**src/rtl/signed_div_if.sv**
```systemverilog
// Handshake and data bundle for the sequential signed divider.
interface signed_div_if #(
  parameter int unsigned W = 5
);
  logic             start;
  logic [2*W-1:0]   Dividend;
  logic [W-1:0]     Divisor;
  logic [2*W-1:0]   Quotient;
  logic [W-1:0]     Remainder;
  logic             busy;
  logic             done;
  logic             div_zero;
  logic             ovf;

  // Requester side: issues operands and start, observes results.
  modport master (
    output start, Dividend, Divisor,
    input  Quotient, Remainder, busy, done, div_zero, ovf
  );

  // Divider side.
  modport slave (
    input  start, Dividend, Divisor,
    output Quotient, Remainder, busy, done, div_zero, ovf
  );
endinterface

```
**src/rtl/signed_div.sv**
```systemverilog
// Sequential signed divider: 2W-bit dividend / W-bit divisor, restoring
// shift-subtract on magnitudes, one quotient bit per clock, signs applied last.
module signed_div #(
  parameter int unsigned W = 5
) (
  input  logic        clk,
  input  logic        rst,
  signed_div_if.slave bus
);

  typedef enum logic [1:0] {IDLE = 2'd0, CALC = 2'd1, FIN = 2'd2} state_e;

  localparam int unsigned    CW       = $clog2(2*W + 1);
  localparam logic [2*W-1:0] MOST_NEG = {1'b1, {(2*W-1){1'b0}}};

  state_e         state_q, state_d;
  logic [2*W-1:0] dvd_q, dvd_d;      // dividend magnitude, becomes quotient magnitude
  logic [W:0]     prem_q, prem_d;    // partial remainder
  logic [W-1:0]   dvs_q, dvs_d;      // divisor magnitude
  logic [CW-1:0]  cnt_q, cnt_d;
  logic           sgnq_q, sgnq_d;
  logic           sgnr_q, sgnr_d;
  logic           dz_q, dz_d;        // pending divide-by-zero for FIN
  logic [2*W-1:0] quot_q, quot_d;
  logic [W-1:0]   rem_q, rem_d;
  logic           busy_q, busy_d;
  logic           done_q, done_d;
  logic           divz_q, divz_d;
  logic           ovf_q, ovf_d;

  logic           accept;
  logic           dvs_zero;
  logic [2*W-1:0] dvd_abs;
  logic [W-1:0]   dvs_abs;
  logic [W:0]     trial;
  logic [W:0]     diff;
  logic           ge;

  assign accept   = (state_q == IDLE) && bus.start;
  assign dvs_zero = (bus.Divisor == '0);
  assign dvd_abs  = bus.Dividend[2*W-1] ? -bus.Dividend : bus.Dividend;
  assign dvs_abs  = bus.Divisor[W-1]    ? -bus.Divisor  : bus.Divisor;
  assign trial    = {prem_q[W-1:0], dvd_q[2*W-1]};
  assign ge       = (trial >= {1'b0, dvs_q});
  assign diff     = trial - {1'b0, dvs_q};

  // State register.
  always_ff @(posedge clk) begin
    if (rst) state_q <= IDLE;
    else     state_q <= state_d;
  end

  // Next-state logic.
  always_comb begin
    state_d = state_q;
    unique case (state_q)
      IDLE: if (accept) state_d = dvs_zero ? FIN : CALC;
      CALC: if (cnt_q == CW'(1)) state_d = FIN;
      FIN:  state_d = IDLE;
      default: state_d = IDLE;
    endcase
  end

  // Datapath and output next values; results only change in FIN.
  always_comb begin
    dvd_d  = dvd_q;
    prem_d = prem_q;
    dvs_d  = dvs_q;
    cnt_d  = cnt_q;
    sgnq_d = sgnq_q;
    sgnr_d = sgnr_q;
    dz_d   = dz_q;
    quot_d = quot_q;
    rem_d  = rem_q;
    busy_d = busy_q;
    done_d = 1'b0;
    divz_d = divz_q;
    ovf_d  = ovf_q;
    unique case (state_q)
      IDLE: begin
        if (accept) begin
          if (dvs_zero) begin
            dz_d = 1'b1;
          end else begin
            dz_d   = 1'b0;
            dvd_d  = dvd_abs;
            dvs_d  = dvs_abs;
            prem_d = '0;
            cnt_d  = CW'(2*W);
            sgnq_d = bus.Dividend[2*W-1] ^ bus.Divisor[W-1];
            sgnr_d = bus.Dividend[2*W-1];
            busy_d = 1'b1;
          end
        end
      end
      CALC: begin
        prem_d = ge ? diff : trial;
        dvd_d  = {dvd_q[2*W-2:0], ge};
        cnt_d  = cnt_q - CW'(1);
        if (cnt_q == CW'(1)) busy_d = 1'b0;
      end
      FIN: begin
        done_d = 1'b1;
        busy_d = 1'b0;
        if (dz_q) begin
          quot_d = '0;
          rem_d  = '0;
          divz_d = 1'b1;
          ovf_d  = 1'b0;
        end else begin
          quot_d = sgnq_q ? -dvd_q : dvd_q;
          rem_d  = sgnr_q ? -prem_q[W-1:0] : prem_q[W-1:0];
          divz_d = 1'b0;
          ovf_d  = !sgnq_q && (dvd_q == MOST_NEG);
        end
      end
      default: ;
    endcase
  end

  // Datapath and output registers.
  always_ff @(posedge clk) begin
    if (rst) begin
      dvd_q  <= '0;
      prem_q <= '0;
      dvs_q  <= '0;
      cnt_q  <= '0;
      sgnq_q <= 1'b0;
      sgnr_q <= 1'b0;
      dz_q   <= 1'b0;
      quot_q <= '0;
      rem_q  <= '0;
      busy_q <= 1'b0;
      done_q <= 1'b0;
      divz_q <= 1'b0;
      ovf_q  <= 1'b0;
    end else begin
      dvd_q  <= dvd_d;
      prem_q <= prem_d;
      dvs_q  <= dvs_d;
      cnt_q  <= cnt_d;
      sgnq_q <= sgnq_d;
      sgnr_q <= sgnr_d;
      dz_q   <= dz_d;
      quot_q <= quot_d;
      rem_q  <= rem_d;
      busy_q <= busy_d;
      done_q <= done_d;
      divz_q <= divz_d;
      ovf_q  <= ovf_d;
    end
  end

  assign bus.Quotient  = quot_q;
  assign bus.Remainder = rem_q;
  assign bus.busy      = busy_q;
  assign bus.done      = done_q;
  assign bus.div_zero  = divz_q;
  assign bus.ovf       = ovf_q;

endmodule

```
**src/flat_wrapper.sv**
```systemverilog
// flat-port wrapper written by rule: the top's interface ports become plain ports
module signed_div_flat 
#(
  parameter int unsigned W = 5
)
  (clk, rst, bus_start, bus_Dividend, bus_Divisor, bus_Quotient, bus_Remainder, bus_busy, bus_done, bus_div_zero, bus_ovf);
  signed_div_if #(.W(W)) bus_i ();
  input  logic clk;
  input  logic rst;
  input wire logic [$bits(bus_i.start)-1:0] bus_start;
  input wire logic [$bits(bus_i.Dividend)-1:0] bus_Dividend;
  input wire logic [$bits(bus_i.Divisor)-1:0] bus_Divisor;
  output wire logic [$bits(bus_i.Quotient)-1:0] bus_Quotient;
  output wire logic [$bits(bus_i.Remainder)-1:0] bus_Remainder;
  output wire logic [$bits(bus_i.busy)-1:0] bus_busy;
  output wire logic [$bits(bus_i.done)-1:0] bus_done;
  output wire logic [$bits(bus_i.div_zero)-1:0] bus_div_zero;
  output wire logic [$bits(bus_i.ovf)-1:0] bus_ovf;
  assign bus_i.start = bus_start;
  assign bus_i.Dividend = bus_Dividend;
  assign bus_i.Divisor = bus_Divisor;
  assign bus_Quotient = bus_i.Quotient;
  assign bus_Remainder = bus_i.Remainder;
  assign bus_busy = bus_i.busy;
  assign bus_done = bus_i.done;
  assign bus_div_zero = bus_i.div_zero;
  assign bus_ovf = bus_i.ovf;
  signed_div #(.W(W)) u_core (.clk(clk), .rst(rst), .bus(bus_i));
endmodule
```
**config.mk**
```make
export PLATFORM = sky130hd
export DESIGN_NAME = signed_div_flat
export DESIGN_NICKNAME = d
export VERILOG_FILES = /design/src/rtl/signed_div_if.sv /design/src/rtl/signed_div.sv /design/src/flat_wrapper.sv
export SDC_FILE = /design/constraint.sdc
export NUM_CORES = 1
export LEC_CHECK = 0
export CELL_PAD_IN_SITES_DETAIL_PLACEMENT = 0
export CELL_PAD_IN_SITES_GLOBAL_PLACEMENT = 1
export CORE_UTILIZATION = 45
export CTS_BUF_LIST = sky130_fd_sc_hd__clkbuf_16
export DETAILED_ROUTE_END_ITERATION = 6
export PLACE_DENSITY = 0.94
export SYNTH_ARGS = -nofsm -noshare
export SYNTH_HDL_FRONTEND = slang
export SYNTH_SLANG_ARGS = --single-unit
```
**constraint.sdc**
```tcl
create_clock -name clk -period 4.99 [get_ports clk]
set_input_delay 0.998 -clock clk [delete_from_list [all_inputs] [get_ports clk]]
set_output_delay 0.998 -clock clk [all_outputs]
set_load 0.01 [all_outputs]
```
=== Word level (Yosys, flattened, before mapping) ===
Index checks and enable logic that the tools add are counted.

* Register bits after elaboration: 48
* Output and inout bits: 19
* Logic and storage cells: 70

* $add $sub $neg: 6
* $lt $le $gt $ge: 1
* Equal/unequal tests: 7
* Mux-type cells: 28
* Bitwise logic cells: 2
* Reductions and logical operators: 12

{| class="wikitable"
|+ Operators by type and width
! cell !! count
|-
| $mux W10 || 5
|-
| $mux W5 || 6
|-
| $neg A10 Y10 || 2
|-
| $pmux W10 S2 || 1
|-
| $eq A10 B10 Y1 const B || 1
|-
| $neg A5 Y5 || 2
|-
| $pmux W5 S2 || 1
|-
| $mux W4 || 2
|-
| $pmux W4 S2 || 1
|-
| $mux W1 || 7
|-
| $ge A6 B5 Y1 || 1
|-
| $mux W2 || 3
|-
| $reduce_and A3 Y1 || 2
|-
| $logic_not A5 Y1 || 1
|-
| $sub A5 B5 Y5 || 1
|-
| $eq A4 B1 Y1 const B || 1
|-
| $ne A2 B1 Y1 const B || 2
|-
| $pmux W2 S2 || 1
|-
| $reduce_and A2 Y1 || 2
|-
| $reduce_and A4 Y1 || 1
|-
| $sub A4 B1 Y4 const B || 1
|-
| $pmux W1 S3 || 1
|-
| $reduce_bool A3 Y1 || 1
|-
| $eq A2 B1 Y1 const B || 1
|-
| other kinds (8) || 9
|}

=== Longest topological paths before layout ===
Gate-level depths: netlist (run 1).

* Depth after elaboration: 5
* Depth in mapped cells: 8
* Mapped depth without buffers: 8

=== Worst setup path after synthesis (run 1) ===
No wires, ideal clock.

* Path type: input to register
* Start point: input port bus_Divisor[0]
* End point: register u_core.prem_q[3]
* Library setup time: 0.087 ns
* Arrival time: 2.229 ns
* Data required time: 4.903 ns
* Slack: 2.674 ns
* Cell stages on the path: 6
* Buffers on the path: 0
* Cells stage by stage: inv_1 -> ha_1 -> or4b_4 -> a2111oi_0 -> a41oi_1 -> o31ai_1

* Longest elaborated chain between the ends: 3

{| class="wikitable"
|+ Ends and longest elaborated chain
! what !! RTL line !! RTL
|-
| start, declared || flat_wrapper.sv:12 || <nowiki>input wire logic [$bits(bus_i.Divisor)-1:0] bus_Divisor;</nowiki>
|-
| $logic_not A5 Y1 || signed_div.sv:40 || <nowiki>assign dvs_zero = (bus.Divisor == '0);</nowiki>
|-
| $ne A2 B2 Y1 (no source line) || -- ||
|-
| $reduce_and A3 Y1 (no source line) || -- ||
|-
| end signal, assigned || signed_div.sv:139 || <nowiki>prem_q <= prem_d;</nowiki>
|-
| end, declared || signed_div.sv:18 || <nowiki>logic [W:0] prem_q, prem_d;</nowiki>
|}

No other way between the ends.
A chain may end at the register's enable or synchronous reset.

=== Worst setup path after layout (run 1) ===
* Start point: input port bus_Divisor[0]
* End point: register u_core.dvd_q[7]

* Longest elaborated chain between the ends: 3

{| class="wikitable"
|+ Ends and longest elaborated chain
! what !! RTL line !! RTL
|-
| $logic_not A5 Y1 || signed_div.sv:40 ||
|-
| $ne A2 B2 Y1 (no source line) || -- ||
|-
| $reduce_and A3 Y1 (no source line) || -- ||
|-
| end signal, assigned || signed_div.sv:138 || <nowiki>dvd_q <= dvd_d;</nowiki>
|-
| end, declared || signed_div.sv:17 || <nowiki>logic [2*W-1:0] dvd_q, dvd_d;</nowiki>
|}

No other way between the ends.

==> results of run 1 <==
[sequential cells by signal, summed over array words and instances (netlist names)]
register              count
u_core.dz_q               1
u_core.bus.Quotient      10
u_core.state_q            2
u_core.dvs_q              5
u_core.bus.div_zero       1
u_core.bus.done           1
u_core.bus.ovf            1
u_core.bus.busy           1
u_core.dvd_q             10
u_core.cnt_q              4
u_core.prem_q             5
u_core.bus.Remainder      5
u_core.sgnr_q             1
u_core.sgnq_q             1
[logic make-up after synthesis]
group / share of synthesized area, %
DFF: 33.7
AOI/OAI and AO/OA: 24.1
muxes: 2.81
buffers and inverters: 6.23
adders and majority gates: 7.29
and+or+nand+nor: 20.3
xor gates and xnor gates: 5.53
[report_power, final]
group / internal, mW / switching [mW]
sequential: 0.420 / 0.0412
clock: 0.236 / 0.144
combinational: 0.151 / 0.200
total: 0.807 / 0.385
[worst paths after layout]
path,endpoint,from,depth (start not counted),slack (ns)
worst min-delay path,u_core.bus.Remainder[3]$_SDFFE_PP0P_,u_core.bus.Remainder[3]$_SDFFE_PP0P_,2,0.47
worst max register to register,u_core.dvd_q[7]$_SDFFE_PP0P_,u_core.state_q[1]$_SDFFE_PP0P_,6,2.28
worst max-delay path,u_core.dvd_q[7]$_SDFFE_PP0P_,bus_Divisor[0],7,1.95
worst min register to register,u_core.bus.Remainder[3]$_SDFFE_PP0P_,u_core.bus.Remainder[3]$_SDFFE_PP0P_,2,0.47
[tightest hold or removal path, stage by stage (launching register included)]
cell	delay, ns
dfxtp_1	0.31
nand2_1	0.06
a21oi_1	0.05
[cell type report]
type	count	area, um^2
clock buffers	5	125
inverters	29	109
repair buffers	37	368
flip-flops and latches	48	961
clock inverters	3	42.5
multi-input cells	245	1710
well taps	75	93.8
fillers	557	2620
[layout by cell type (no fill, tap or decap), types with 5 or more instances in the layout]
master           Yosys  layout
ha_1                15      15
dfxtp_1             48      48
a22oi_1              5       5
o31ai_1              8       8
nor2_1              35      35
a22o_1               5       5
nand4_1              5       5
nand2b_1             7       7
clkdlybuf4s50_1      0      36
nand2_1             20      20
xnor2_1             10      10
a211oi_1             7       7
clkbuf_16            0       5
nor2b_1              6       6
inv_1               29      29
a21oi_1             27      27
mux2i_1              8       8
o21ai_0              8       8
nor3_1              10      10
xor2_1               8       8
[per-layer routing]
| metal | part of all wire [%] | vias up |
|---|---|---|
| met5 | 0 | - |
| met4 | 0.96 | 0 |
| met3 | 4.2 | 8 |
| met2 | 46 | 62 |
| met1 | 49 | 1140 |
| li1 | - | 1275 |
[through the flow]
step | area, um^2 | util [%]
after detailed placement | 3240 | 53.8
after global placement | 3240 | 53.8
after global routing | 3410 | 56.6
after CTS | 3410 | 56.6
final | 3410 | 56.6
after floorplan | 2850 | -
==> results.ini, run 1 <==
[status]
status = complete, no violations

[yosys]
syn_inst = 337
synthFlopType = dfxtp_1
synth_seq_cells = 48
seq_area_frac_synth_pct = 33.7
synth_cell_types = 56
synth_top_area_share_pct = 33.7
synth.most_common_cell = dfxtp_1
yosys.area.top_type = dfxtp_1
synth_area_leaders = dfxtp_1, ha_1, a21oi_1, nor2_1, inv_1
ys_top_cells_by_count = dfxtp_1, nor2_1, inv_1
syn-num-nets = 371
syn_area_um2 = 2850
yosys_warnings = 0
syn_avg_cell_area_um2 = 8.46
synthArstFlopShare_pct = 0
synth_edf_count = 0

[placement]
detailed_place_hpwl_um = 4720
place_congestion = 0.777
pre_cts_ws_ns = 1.74
dp_cells = 434
port_buffers = 36

[floorplanning]
start_util_pct = 47.3
coreArea_um2 = 6030
pin_count = 37
fp.dieArea_um2 = 6660
die_h_um = 81.6
die_x_um = 81.6
num_rows = 28

[critical_path]
cp.required_ns = 5.19
path_class = in2reg
path_max_fanout = 13
arrival_ns = 3.24
max_stage_delay_ns = 0.80
crit_slowest_cell = o22ai_1
cp-end-kind = flop
path_buf_inv = 2
critPathLaunchType = primary input
path_delay_family = compound AO/OA/AOI/OAI gates
path_cells = clkdlybuf4s50_1, inv_1, ha_1, nor4b_4, o22ai_1, nand3_1, o221ai_1

[cells_and_area]
diodes = 0
stdcell_count = 442
nets = 400
syn2layout_area_growth_pct = 19.7
drive_gt1_share_pct = 5.99

[global_routing]
grt_pass1_wl_um = 10600
met3_usage_pct = 3.67
grt_pass1_vias = 2215
grt_usage_pct = 20.8
met2_usage_pct = 34.0
use_met1_pct = 28.0
antenna_found_initial = 0
grt-ovfl-total = 0
grt_max_degree = 44
top_usage_layer = met2

[drt]
drt.antenna.violating_nets = 0
drt_wl_total_um = 6380
first_pass_iters = 4
drtIter0Drc = 93
viasPerCell = 5.62
wl_per_cell_um = 14.4
via_count = 2485
drc_errors = 0

[sta]
max_freq_ghz = 0.329
report.final.setup_viol = 0
finalHoldViolations = 0
finalCritPeriodShare_pct = 60.9
timing.setup.tns_ns = 0
worst_slew_pin_slew_ns = 1.02
slew_headroom_pct = 32.2
drv_slew = 0
timing.final.crit_period_ns = 3.04
rsz0062_at_grt = no
clock-skew-final_ns = 0.00544
hold-worst-slack_ns = 0.465
finalWorstSetupSlack_ns = 1.95

[pwr]
total_power_mw = 1.19
ir_drop_v = 0.000266
p_per_area_nw_per_um2 = 350
leakage_nw = 1.24

[cts]
numCtsBuffers = 5
cts_tree = yes
htree_levels = 2
clk_latency_ns = 0.29
cts.path.max_buffers = 2
cts_hold_buf = 0
post-cts-setup-buffers = 0
numClockSinks = 48
path_clk_slew_ns = 0.07
cts_resized = 0
ctsRootBufferMaster = clkbuf_16

[flow_run]
drv_cap = 0

[worst_hold_path]
hold_class = reg2reg

Power figures use the tool's default switching activity.
==> run 2: changes to the inputs <==
--- a/config.mk
+++ b/config.mk
@@ -7,10 +7,10 @@
 export LEC_CHECK = 0
 export CELL_PAD_IN_SITES_DETAIL_PLACEMENT = 0
 export CELL_PAD_IN_SITES_GLOBAL_PLACEMENT = 1
-export CORE_UTILIZATION = 45
+export CORE_UTILIZATION = 38
 export CTS_BUF_LIST = sky130_fd_sc_hd__clkbuf_16
 export DETAILED_ROUTE_END_ITERATION = 6
-export PLACE_DENSITY = 0.94
+export PLACE_DENSITY = 0.86
 export SYNTH_ARGS = -nofsm -noshare
 export SYNTH_HDL_FRONTEND = slang
 export SYNTH_SLANG_ARGS = --single-unit
==> constraint.sdc (replaced) <==
create_clock -name clk -period 2.65 [get_ports clk]
set_input_delay 0.53 -clock clk [delete_from_list [all_inputs] [get_ports clk]]
set_output_delay 0.53 -clock clk [all_outputs]
set_load 0.01 [all_outputs]
==> run 2 against run 1 <==
Against the previous run: clock skew is 0.0016 ns higher; worst hold slack worse by 0.0024 ns; via count is 2.4% higher; wire length is 5.2% higher; clock-buffer cell count stayed put; global-route usage is 2.4 points lower; power is 83% higher; clock power is 64% higher; sequential power is 89% higher.
==> results.ini, run 2 (synthesis results as in run 1) <==
[sta]
max_freq_ghz = 0.430
rsz0062_at_grt = no  ; unchanged
timing.setup.tns_ns = 0  ; unchanged
slew_headroom_pct = 53.0  ; was 32.2%
clock-skew-final_ns = 0.00700  ; was 0.00544 ns
drv_slew = 0  ; unchanged
timing.final.crit_period_ns = 2.33
report.final.setup_viol = 0  ; unchanged
worst_slew_pin_slew_ns = 0.698  ; was 1.02 ns
hold-worst-slack_ns = 0.463  ; was 0.465 ns
finalCritPeriodShare_pct = 87.8
finalHoldViolations = 0  ; unchanged

[critical_path]
max_stage_delay_ns = 0.47  ; was 0.80 ns
arrival_ns = 2.51  ; was 3.24 ns
cp.required_ns = 2.83  ; was 5.19 ns
cp-end-kind = flop  ; unchanged
path_cells = inv_1, ha_1, inv_1, fa_1, a21o_1, a2111oi_0, a21oi_1, a32o_1  ; was clkdlybuf4s50_1, inv_1, ha_1, nor4b_4, o22ai_1, nand3_1, o221ai_1
r2r-start = u_core.dvd_q[9]$_SDFFE_PP0P_  ; was u_core.state_q[1]$_SDFFE_PP0P_
path_common_cell = inv_1
crit_start = u_core.dvd_q[9]$_SDFFE_PP0P_  ; was bus_Divisor[0]
critPathLaunchType = flop  ; was primary input
path_class = reg2reg  ; was in2reg
crit_slowest_cell = a2111oi_0  ; was o22ai_1
path_max_fanout = 4  ; was 13

[placement]
detailed_place_hpwl_um = 5090  ; was 4720 um
place_congestion = 0.853  ; was 0.777
port_buffers = 36  ; unchanged

[pwr]
leakage_nw = 1.26  ; was 1.24 nW
ir_drop_v = 0.000254  ; was 0.000266 V
p_per_area_nw_per_um2 = 629  ; was 350 nW/um^2

[cells_and_area]
seqCellArea_um2 = 961  ; unchanged
multi_input_area_um2 = 1710  ; unchanged
diodes = 0  ; unchanged
syn2layout_area_growth_pct = 21.7  ; was 19.7%
nets = 407  ; was 400
fillerInstances = 736  ; was 557
final_common_cell = dfxtp_1  ; unchanged
layout_common_cells = dfxtp_1, clkdlybuf4s50_1, nor2_1  ; unchanged
drive_gt1_share_pct = 7.75  ; was 5.99%

[cts]
cts_tree = yes  ; unchanged
htree_levels = 2  ; unchanged
numClockSinks = 48  ; unchanged
post-cts-setup-buffers = 0  ; unchanged
cts_resized = 0  ; unchanged
cts_hold_buf = 0  ; unchanged
path_clk_slew_ns = 0.07  ; about the same
ctsRootBufferMaster = clkbuf_16  ; unchanged
clk_latency_ns = 0.29  ; about the same
cts.path.max_buffers = 2  ; unchanged
numCtsBuffers = 5  ; unchanged

[global_routing]
grt_usage_pct = 18.4  ; was 20.8%
grt_pass1_vias = 2316  ; was 2,215
grt_max_degree = 31  ; was 44
grt-ovfl-total = 0  ; unchanged
antenna_found_initial = 0  ; unchanged
grt_pass1_wl_um = 11000  ; was 10,600 um

[worst_hold_path]
hold_class = reg2reg  ; unchanged
min_from = u_core.bus.Remainder[3]$_SDFFE_PP0P_  ; unchanged

[floorplanning]
start_util_pct = 39.3  ; was 47.3%
num_rows = 31  ; was 28
fp.dieArea_um2 = 7850  ; was 6660 um^2
die_x_um = 88.6  ; was 81.6 um
die_h_um = 88.6  ; was 81.6 um
pin_count = 37  ; unchanged
coreArea_um2 = 7250  ; was 6030 um^2

[status]
status = complete, no violations  ; unchanged

[drt]
top_layer = met4  ; unchanged
drt.antenna.violating_nets = 0  ; unchanged
drt_wl_total_um = 6710  ; was 6380 um
viasPerCell = 5.38  ; was 5.62
wl_per_cell_um = 14.2  ; was 14.4 um
via_count = 2545  ; was 2,485
wl_met2_um = 2970  ; was 2940 um
wl_met3_um = 309  ; was 266 um
wl_met1_um = 3350  ; was 3120 um
first_pass_iters = 4  ; unchanged
drtIter0Drc = 151  ; was 93
drc_errors = 0  ; unchanged

[flow_run]
drv_cap = 0  ; unchanged

[run 2: cell types whose count changed in the layout (fill, tap and decap cells not counted)]
cell,before,now
bufinv_16,1,0
clkinvlp_4,0,2
clkinv_4,1,0
buf_4,1,8
[run 2: where the power goes]
| part | switching (mW) | total (mW) | internal [mW] |
|---|---|---|---|
| sequential | 0.0803 | 0.872 | 0.792 |
| clock | 0.277 | 0.623 | 0.346 |
| combinational | 0.383 | 0.689 | 0.305 |
| total | 0.740 | 2.18 | 1.44 |
[run 2: path summary, 6_finish.rpt]
check                                                       endpoint  slack (ns)  cells after the start
worst max register to register         u_core.prem_q[4]$_SDFFE_PP0P_        0.32                      8
worst min register to register  u_core.bus.Remainder[3]$_SDFFE_PP0P_        0.46                      2
worst min-delay path            u_core.bus.Remainder[3]$_SDFFE_PP0P_        0.46                      2
worst max-delay path                   u_core.prem_q[4]$_SDFFE_PP0P_        0.32                      8
[run 2: stage by stage]
stage                     utilization (%)  worst slack [ns]  total power, mW  cells  instance area (um^2)
final                                47.8             0.322             2.18    473                  3470
after global routing                 47.8             0.244             2.32    473                  3470
after CTS                            47.8             0.348             2.20    473                  3470
after detailed placement             45.9             0.205             1.57    465                  3330
after global placement               45.9             0.246             1.56    465                  3330
after floorplan                         -             0.546             1.36    337                  2850
[run 2: layout make-up]
cell class	count	area share, %
clock inverters	3	0.541
flip-flops and latches	48	27.7
repair buffers	44	12.1
clock buffers	5	3.61
inverters	29	3.14
well taps	99	3.57
multi-input cells	245	49.3
[run 2: metal layers]
layer  GRT usage [%]  up-vias
met4            6.74        0
met5               0        -
met3            3.17        8
li1                -     1293
met1            25.8     1188
met2            28.1       56
[run 2: critical path, delay by kind of cell (launching register included)]
family | cells | cell delay [ns]
AO/OA/AOI/OAI | 4 | 1.01
adder cells (fa/ha/maj) | 2 | 0.65
flip-flops | 1 | 0.34
buffers and inverters | 2 | 0.24
